### src/rtl/row_scan_sequencer.sv
// Row scan controller: steps a 3-bit decoder select through the enabled rows of
// an 8-bit mask in ascending order, holding each row for a programmable dwell.
module row_scan_sequencer #(
    parameter int DWELL_W = 8
) (
    input  logic               clk,
    input  logic               rst,
    input  logic               start,
    input  logic               stop,
    input  logic               mode_cont,
    input  logic [7:0]         row_mask,
    input  logic [DWELL_W-1:0] dwell,
    output logic [2:0]         sel,
    output logic               sel_valid,
    output logic               busy,
    output logic               frame_done
);

    typedef enum logic {IDLE, SCAN} state_t;

    state_t             state_reg, state_next;
    logic [2:0]         sel_reg, sel_next;
    logic               valid_reg, valid_next;
    logic               busy_reg, busy_next;
    logic               done_reg, done_next;
    logic [7:0]         mask_reg, mask_next;
    logic [DWELL_W-1:0] dlast_reg, dlast_next;
    logic               mode_reg, mode_next;
    logic [DWELL_W-1:0] cnt_reg, cnt_next;

    logic               has_higher;
    logic [2:0]         next_row;
    logic [2:0]         in_low;
    logic [DWELL_W-1:0] dwell_m1;

    // The counter holds the remaining cycles minus one, so dwell 0 and 1 both give one cycle.
    assign dwell_m1 = (dwell == '0) ? '0 : dwell - DWELL_W'(1);

    // Descending loops: the last hit is the lowest qualifying row.
    always_comb begin
        has_higher = 1'b0;
        next_row   = 3'd0;
        in_low     = 3'd0;
        for (int i = 7; i >= 0; i--) begin
            if (mask_reg[i] && (3'(i) > sel_reg)) begin
                has_higher = 1'b1;
                next_row   = 3'(i);
            end
            if (row_mask[i]) begin
                in_low = 3'(i);
            end
        end
    end

    always_comb begin
        state_next = state_reg;
        sel_next   = sel_reg;
        valid_next = valid_reg;
        busy_next  = busy_reg;
        done_next  = 1'b0;
        mask_next  = mask_reg;
        dlast_next = dlast_reg;
        mode_next  = mode_reg;
        cnt_next   = cnt_reg;
        case (state_reg)
            IDLE: begin
                sel_next   = 3'd0;
                valid_next = 1'b0;
                busy_next  = 1'b0;
                if (start && !stop && (row_mask != 8'd0)) begin
                    state_next = SCAN;
                    mask_next  = row_mask;
                    dlast_next = dwell_m1;
                    mode_next  = mode_cont;
                    sel_next   = in_low;
                    cnt_next   = dwell_m1;
                    valid_next = 1'b1;
                    busy_next  = 1'b1;
                end
            end
            SCAN: begin
                if (stop) begin
                    state_next = IDLE;
                    sel_next   = 3'd0;
                    valid_next = 1'b0;
                    busy_next  = 1'b0;
                end else if (cnt_reg == '0) begin
                    if (has_higher) begin
                        sel_next = next_row;
                        cnt_next = dlast_reg;
                    end else begin
                        done_next = 1'b1;
                        if (mode_reg && (row_mask != 8'd0)) begin
                            // Wrap: new frame picks up the live mask and dwell.
                            mask_next  = row_mask;
                            dlast_next = dwell_m1;
                            sel_next   = in_low;
                            cnt_next   = dwell_m1;
                        end else begin
                            state_next = IDLE;
                            sel_next   = 3'd0;
                            valid_next = 1'b0;
                            busy_next  = 1'b0;
                        end
                    end
                end else begin
                    cnt_next = cnt_reg - DWELL_W'(1);
                end
            end
            default: begin
                state_next = IDLE;
                sel_next   = 3'd0;
                valid_next = 1'b0;
                busy_next  = 1'b0;
            end
        endcase
    end

    always_ff @(posedge clk or posedge rst) begin
        if (rst) begin
            state_reg <= IDLE;
            sel_reg   <= 3'd0;
            valid_reg <= 1'b0;
            busy_reg  <= 1'b0;
            done_reg  <= 1'b0;
            mask_reg  <= 8'd0;
            dlast_reg <= '0;
            mode_reg  <= 1'b0;
            cnt_reg   <= '0;
        end else begin
            state_reg <= state_next;
            sel_reg   <= sel_next;
            valid_reg <= valid_next;
            busy_reg  <= busy_next;
            done_reg  <= done_next;
            mask_reg  <= mask_next;
            dlast_reg <= dlast_next;
            mode_reg  <= mode_next;
            cnt_reg   <= cnt_next;
        end
    end

    assign sel        = sel_reg;
    assign sel_valid  = valid_reg;
    assign busy       = busy_reg;
    assign frame_done = done_reg;

endmodule

### config.mk
export PLATFORM = sky130hd
export DESIGN_NAME = row_scan_sequencer
export DESIGN_NICKNAME = d
export VERILOG_FILES = /design/src/rtl/row_scan_sequencer.sv
export SDC_FILE = /design/constraint.sdc
export NUM_CORES = 1
export LEC_CHECK = 0
export CORE_MARGIN = 2
export CORE_UTILIZATION = 39
export CTS_BUF_LIST = sky130_fd_sc_hd__clkbuf_4 sky130_fd_sc_hd__clkbuf_8
export CTS_CLUSTER_DIAMETER = 50
export CTS_CLUSTER_SIZE = 40
export DETAILED_ROUTE_END_ITERATION = 8
export HOLD_SLACK_MARGIN = 0.02
export PLACE_DENSITY_LB_ADDON = 0.2
export SYNTH_ARGS = -nofsm -noshare
export SYNTH_HDL_FRONTEND = slang
export SYNTH_SLANG_ARGS = --single-unit
export TNS_END_PERCENT = 10
### constraint.sdc
create_clock -name clk -period 3.3 [get_ports clk]
set_clock_uncertainty 0.2 [all_clocks]
set_input_delay 0.66 -clock clk [delete_from_list [all_inputs] [get_ports clk]]
set_output_delay 0.66 -clock clk [all_outputs]
set_load 0.02 [all_outputs]
==> results of run 1 <==
## per-stage QoR
step                worst slack (ps)  instance area, um^2
global placement                 150                 2540
floorplan                        630                 2160
CTS                              369                 2630
global route                     259                 2630
finish                           372                 2630
detailed placement              76.6                 2540
## placed cells by master, fill, tap and decap left out, drive strengths merged, types with 2 or more instances in the layout
| master | n |
|---|---|
| and2 | 3 |
| nor3 | 13 |
| clkdlybuf4s50 | 26 |
| or3 | 2 |
| nor4 | 3 |
| o21bai | 2 |
| a21oi | 12 |
| nand2b | 3 |
| o21ai | 7 |
| nand3 | 5 |
| ha | 3 |
| o21ba | 2 |
| a21o | 2 |
| xnor2 | 4 |
| a211oi | 2 |
| mux2i | 3 |
| mux2 | 15 |
| nand2 | 23 |
| nor2 | 17 |
| o2bb2ai | 3 |
| o221ai | 2 |
| buf | 9 |
| or4b | 3 |
| or4 | 3 |
| o311ai | 2 |
| o211ai | 5 |
| dfrtp | 30 |
| a2111oi | 2 |
| clkbuf | 6 |
| a31oi | 8 |
| inv | 13 |
| nor2b | 5 |
## cells in the mapped netlist (2+ instances only)
library cell	count
mux2i_1	3
o221ai_1	2
or3_1	2
and2_1	3
nor3_1	12
xnor2_1	4
o21ba_2	2
nand2_1	22
ha_1	3
nor2b_1	5
o2bb2ai_1	3
a21oi_4	2
a31oi_1	7
nor2_1	17
nand3_1	5
o211ai_1	5
buf_6	2
a21oi_1	10
mux2_4	8
o21bai_1	2
nand2b_1	3
or4b_2	2
or4_1	3
clkbuf_1	2
a211oi_1	2
a21o_1	2
dfrtp_1	30
buf_4	2
nor4_1	3
inv_1	12
o21ai_0	7
mux2_2	7
o311ai_0	2
## layout make-up
type	instances	area (um^2)
Clock buffer	6	82.6
Multi-Input combinational cell	174	1310
Timing Repair Buffer	35	340
Inverter	13	48.8
Fill cell	533	2810
Clock inverter	2	12.5
Tap cell	72	90.1
Sequential cell	30	751
## worst max-delay path: stages
cell             delay, ps
clkdlybuf4s50_1        450
inv_1                   70
ha_1                   150
or4b_2                 640
or4b_2                 660
nand2_1                100
nor2_1                  40
o2bb2ai_1              160
## worst max path at each step
stage / start / slack, ps / endpoint / cells after the start
finish: dwell[0] / 370 / cnt_reg[6] / 8
global placement: dwell[0] / 150 / cnt_reg[6] / 8
detailed placement: dwell[0] / 80 / cnt_reg[6] / 8
CTS: dwell[0] / 370 / cnt_reg[6] / 8
global route: dwell[0] / 260 / cnt_reg[6] / 8
floorplan: dwell[0] / 630 / cnt_reg[6] / 7
## where the power goes
| group | internal [mW] | total (mW) | switching (mW) |
|---|---|---|---|
| Clock | 0.167 | 0.313 | 0.145 |
| Sequential | 0.545 | 0.759 | 0.214 |
| Combinational | 0.534 | 1.10 | 0.566 |
## logic make-up (layout without fill, tap and decap cells)
logic type,count (synthesis),after routing,share of synthesized area [%]
xor+xnor,4,4,1.62
mux,18,18,10.6
buf+inv,20,56,4.58
simple gates,87,87,22.1
fa+ha+maj,3,3,1.74
compound gates,62,62,24.5
flops,30,30,34.8
## routing by layer
layer | GRT usage, % | vias up
met5 | 0 | -
li1 | - | 902
met1 | 26.0 | 894
met4 | 4.74 | 0
met2 | 28.1 | 34
met3 | 3.22 | 5
==> run summary, run 1 <==
Leak: 1.09 nW
routed wire length: 5.00 mm
sequential element share of the synthesized area: 34.8%
Die Ht: 78.4 um
GPL Wtd Cong: 0.781
post-DR wirelength/cell: 15.1 um
FP Rows: 27
Nets: 283
vias in the first global route: 1,773
Max-slew headroom: 54.9%
hold path startpoint: dlast_reg[3]
Synth Flop Type: dfrtp_1
hold_buf cts: 0
initial DRC count: 66
WHS: 315 ps
DP HPWL: 3.83 mm
H-Tree Depth: 2
antenna cell count: 0
CTS tree: built
Slew Viols, Final: 0
Worst Hold Class: reg -> reg
Net Count, Synth: 248
layout overhead on the synthesized area: 22.0%
Synth Warn #: 0
DRT Pass-1 Iters: 5
Fin. Hold Viols: 0
Post-DRT Antenna Nets: 0
top cells by area, synth: dfrtp_1 35%, mux2_4 5.6%, nand2_1 3.8%
share of layout cells above drive strength 1: 18.8%
Worst-path clk slew: 60 ps
largest area contributor in the netlist: dfrtp_1
DRC Markers: 0
maximum VDD drop: 0.397 mV
crit path max fanout: 4
WL met3: 173 um
synthesized cell area: 2160 um^2
outcome: finished clean
reg-to-reg setup timing slack: 730 ps
minimum clock period: 2930 ps
Reg2Reg Depth: 8
Initial Util: 39.7%
Cell variety after synth: 61
Max Clk Rate: 341 MHz
synthesized flop and latch total: 30
Post-synth EDFFs: 0
final setup fails: 0
port buffer count: 26
startpoint type of the worst setup path: primary input
Post-CTS Setup Bufs: 0
antenna violations before repair: 0
FF-to-FF End: dlast_reg[3]
CP Capture Type: flip-flop
Worst Hold End: dlast_reg[3]
max-cap violations: 0
I/O Pins: 27
Gate Count Post-Synth: 224
asr flop ratio synth: 100%
total number of vias: 1,835
DR WL met2: 2.26 mm
Syn Area/Cell: 9.63 um^2
Finished Layout Cells: 332
critical path class: in -> reg
CTS Buffer Depth: 2
detail-routed via count per cell: 5.53
worst hold path cell count: 1
full die area: 6140 um^2
RR Startpoint: cnt_reg[0]
worst path arrival time: 2930 ps
global-route wire length before repair: 8.77 mm
root buffer cell: clkbuf_8
Setup TNS Final: 0 ps
CORE AREA: 5440 um^2
Worst Path Required: 3300 ps
Util after Layout: 48.4%
RSZ-0062 raised after global routing: no
Yosys top cell area share: 34.8%
clock sink total: 30
Clock Latency Late Sink: 290 ps
die width: 78.4 um
metal1 wirelength: 2.51 mm
Pwr per Cell Area: 825 nW/um^2
total grt overflow: 0
Worst Tran Pin Value: 671 ps
post-CTS sizing: 0
Pwr Total: 2.17 mW
placed insts: 324
Tcrit/Tclk final: 88.7%
Inserted Clock Buffers: 5
gr usage total: 18.1%
Top Metal Used: met4
pin count of the biggest net entering global routing: 31
Power figures use the tool's default switching activity.
==> inputs of run 2 (changes only) <==
GPL_ROUTABILITY_DRIVEN = 0   (was unset)
==> results of run 2 <==
The final DEF is identical to that of run 1; final timing and power are the same.
==> patch: new RTL, flow settings as in run 1 <==
Set the parameter `DWELL_W` to 12 (it was 8).
--- a/src/rtl/row_scan_sequencer.sv
+++ b/src/rtl/row_scan_sequencer.sv
@@ -3,3 +3,3 @@
 module row_scan_sequencer #(
-    parameter int DWELL_W = 8
+    parameter int DWELL_W = 12
 ) (
Interface: changed (resized dwell); port bits go from 27 to 31. The function was not compared with the original's and may differ.
==> patch against run 1 <==
- routed wire length rose by 28%
- register-to-register slack got worse by 0.22 ns
- synthesized area up 29%
- critical path depth decreased by 1
- sequential power rose by 18%
- final cell count is 25% higher
- sequential cell count grew 8
- core utilization fell by 0.58 points
- critical path type is now reg2reg
- first-iteration DRC count grew 140%
- power grew 8.2%
- largest cell class unchanged
- setup slack improved by 0.14 ns
- cell area is 24% higher
==> patch: results (changes against run 1) <==
crit path max fanout: 12 (+8)
Synth top cells by count: dfrtp_1 (38), nor2_1 (38), nand2_1 (18)
terminating pin of the worst hold path: dlast_reg[1]
VDD IR-drop max: 0.255 mV (-36%)
cell class contributing the biggest share of worst-path delay: compound AO/OA/AOI/OAI gates
synthesized netlist net count: 317 (+28%)
Hold Slack: 0.310 ns (-0.00440 ns)
number of vias after detailed routing: 2268 (+24%)
filler-free cell count of the finished design: 416 (+25%)
worst setup slack for register-to-register paths: 0.51 ns (-0.22 ns)
post-synthesis async set-or-reset flop share: 100% (unchanged)
DP Area: 3170 um^2 (+25%)
Max Root-Sink Buffers: 2 (unchanged)
Rel. slew slack: 56.2% (+1.3 points)
slowest CP cell: o21ai_2
arrival time of the worst setup path: 2.77 ns (-0.16 ns)
DRT iter0 DRCs: 160 (+140%)
total half-perimeter wirelength after legalization and detailed placement: 4.83 mm (+26%)
sequential element share of the synthesized area: 34.3% (-0.52 points)
gate count after technology mapping: 289 (+29%)
I/O Buffers: 30 (+15%)
number of distinct standard cells referenced by the synthesized netlist: 65 (+6.6%)
routed wirelength normalized by instance count: 15.4 um (+2.5%)
max incr delay on CP: 0.52 ns (-0.14 ns)
outcome: finished clean
antenna fix cells: 0 (unchanged)
net switching power figure: 956 uW (+3.3%)
Net count, final: 347 (+23%)
gp weighted congestion: 0.861 (+10%)
first-pass GRT wire length: 11.0 mm (+25%)
worst hold path startpoint: dlast_reg[1]
terminus of the critical flop-to-flop path: dlast_reg[2]
Area contributors post-synth: dfrtp_1 (34%), mux2_4 (8.7%), nor2_1 (5.1%)
total global routing track utilization: 17.9% (-0.13 points)
clock input transition at the sequential cells of the worst setup and hold paths: 0.08 ns (+0.02 ns)
# fillers: 661 (+24%)
placed cell count: 408 (+26%)
count of TritonRoute iterations in the first routing pass: 4 (-1)
depth of the worst register-to-register path: 7 (-1)
Leakage Power: 0.00135 uW (+24%)
fraction of final layout cells sized beyond drive strength 1: 15.0% (-3.8 points)
H-tree levels: 2 (unchanged)
pin count of the biggest net entering global routing: 39 (+26%)
via count of the first global-routing pass: 2161 (+22%)
worst reg2reg path startpoint: sel[1]
==> patch: how the worst max path moves through the flow <==
stage,endpoint,depth (start not counted),startpoint,slack [ns]
floorplan,cnt_reg[11],5,dwell[9],0.96
global placement,cnt_reg[8],7,dwell[2],0.33
detailed placement,cnt_reg[3],8,row_mask[4],0.27
CTS,dlast_reg[2],7,sel[1],0.49
global route,dlast_reg[3],9,cnt_reg[0],0.36
finish,dlast_reg[2],7,sel[1],0.51
==> patch: area by class of cell <==
class,instances,area (um^2),share of cell area (%)
clock buffers,6,82.6,2.53
clock inverters,2,12.5,0.383
inverters,15,56.3,1.72
multi-input cells,224,1680,51.5
flip-flops and latches,38,951,29.1
well taps,96,120,3.68
repair buffers,35,363,11.1
==> patch: logic make-up after synthesis <==
kind of cell             Yosys count  share of synthesized area, %
AND/OR/NAND/NOR                  116                          24.0
AO/OA/AOI/OAI                     73                          21.2
flip-flops                        38                          34.3
buffers and inverters             27                          5.10
multiplexers                      23                          11.3
XOR/XNOR                           9                          2.84
adder cells (fa/ha/maj)            3                          1.35
==> patch: through the flow <==
| stage | total power (uW) | setup slack [ns] |
|---|---|---|
| 5_1_grt | 2530 | 0.363 |
| 2_1_floorplan | 1730 | 0.958 |
| 3_3_place_gp | 2000 | 0.331 |
| 6_report | 2350 | 0.508 |
| 3_5_place_dp | 2010 | 0.274 |
| 4_1_cts | 2360 | 0.493 |
==> patch: power by group through the flow <==
stage,Clock [uW],Combinational [uW],Sequential (uW)
after floorplan,0,895,833
after global placement,0,1100,899
after detailed placement,0,1110,903
after CTS,346,1110,895
after global routing,368,1230,930
final,339,1120,896
==> patch: per-layer routing <==
metal	track usage [%]	up-vias	part of all wire (%)
li1	-	1125	-
met1	27.4	1079	52
met2	26.5	55	43
met3	1.96	9	3.1
met4	5.79	0	1.5
met5	0	-	0
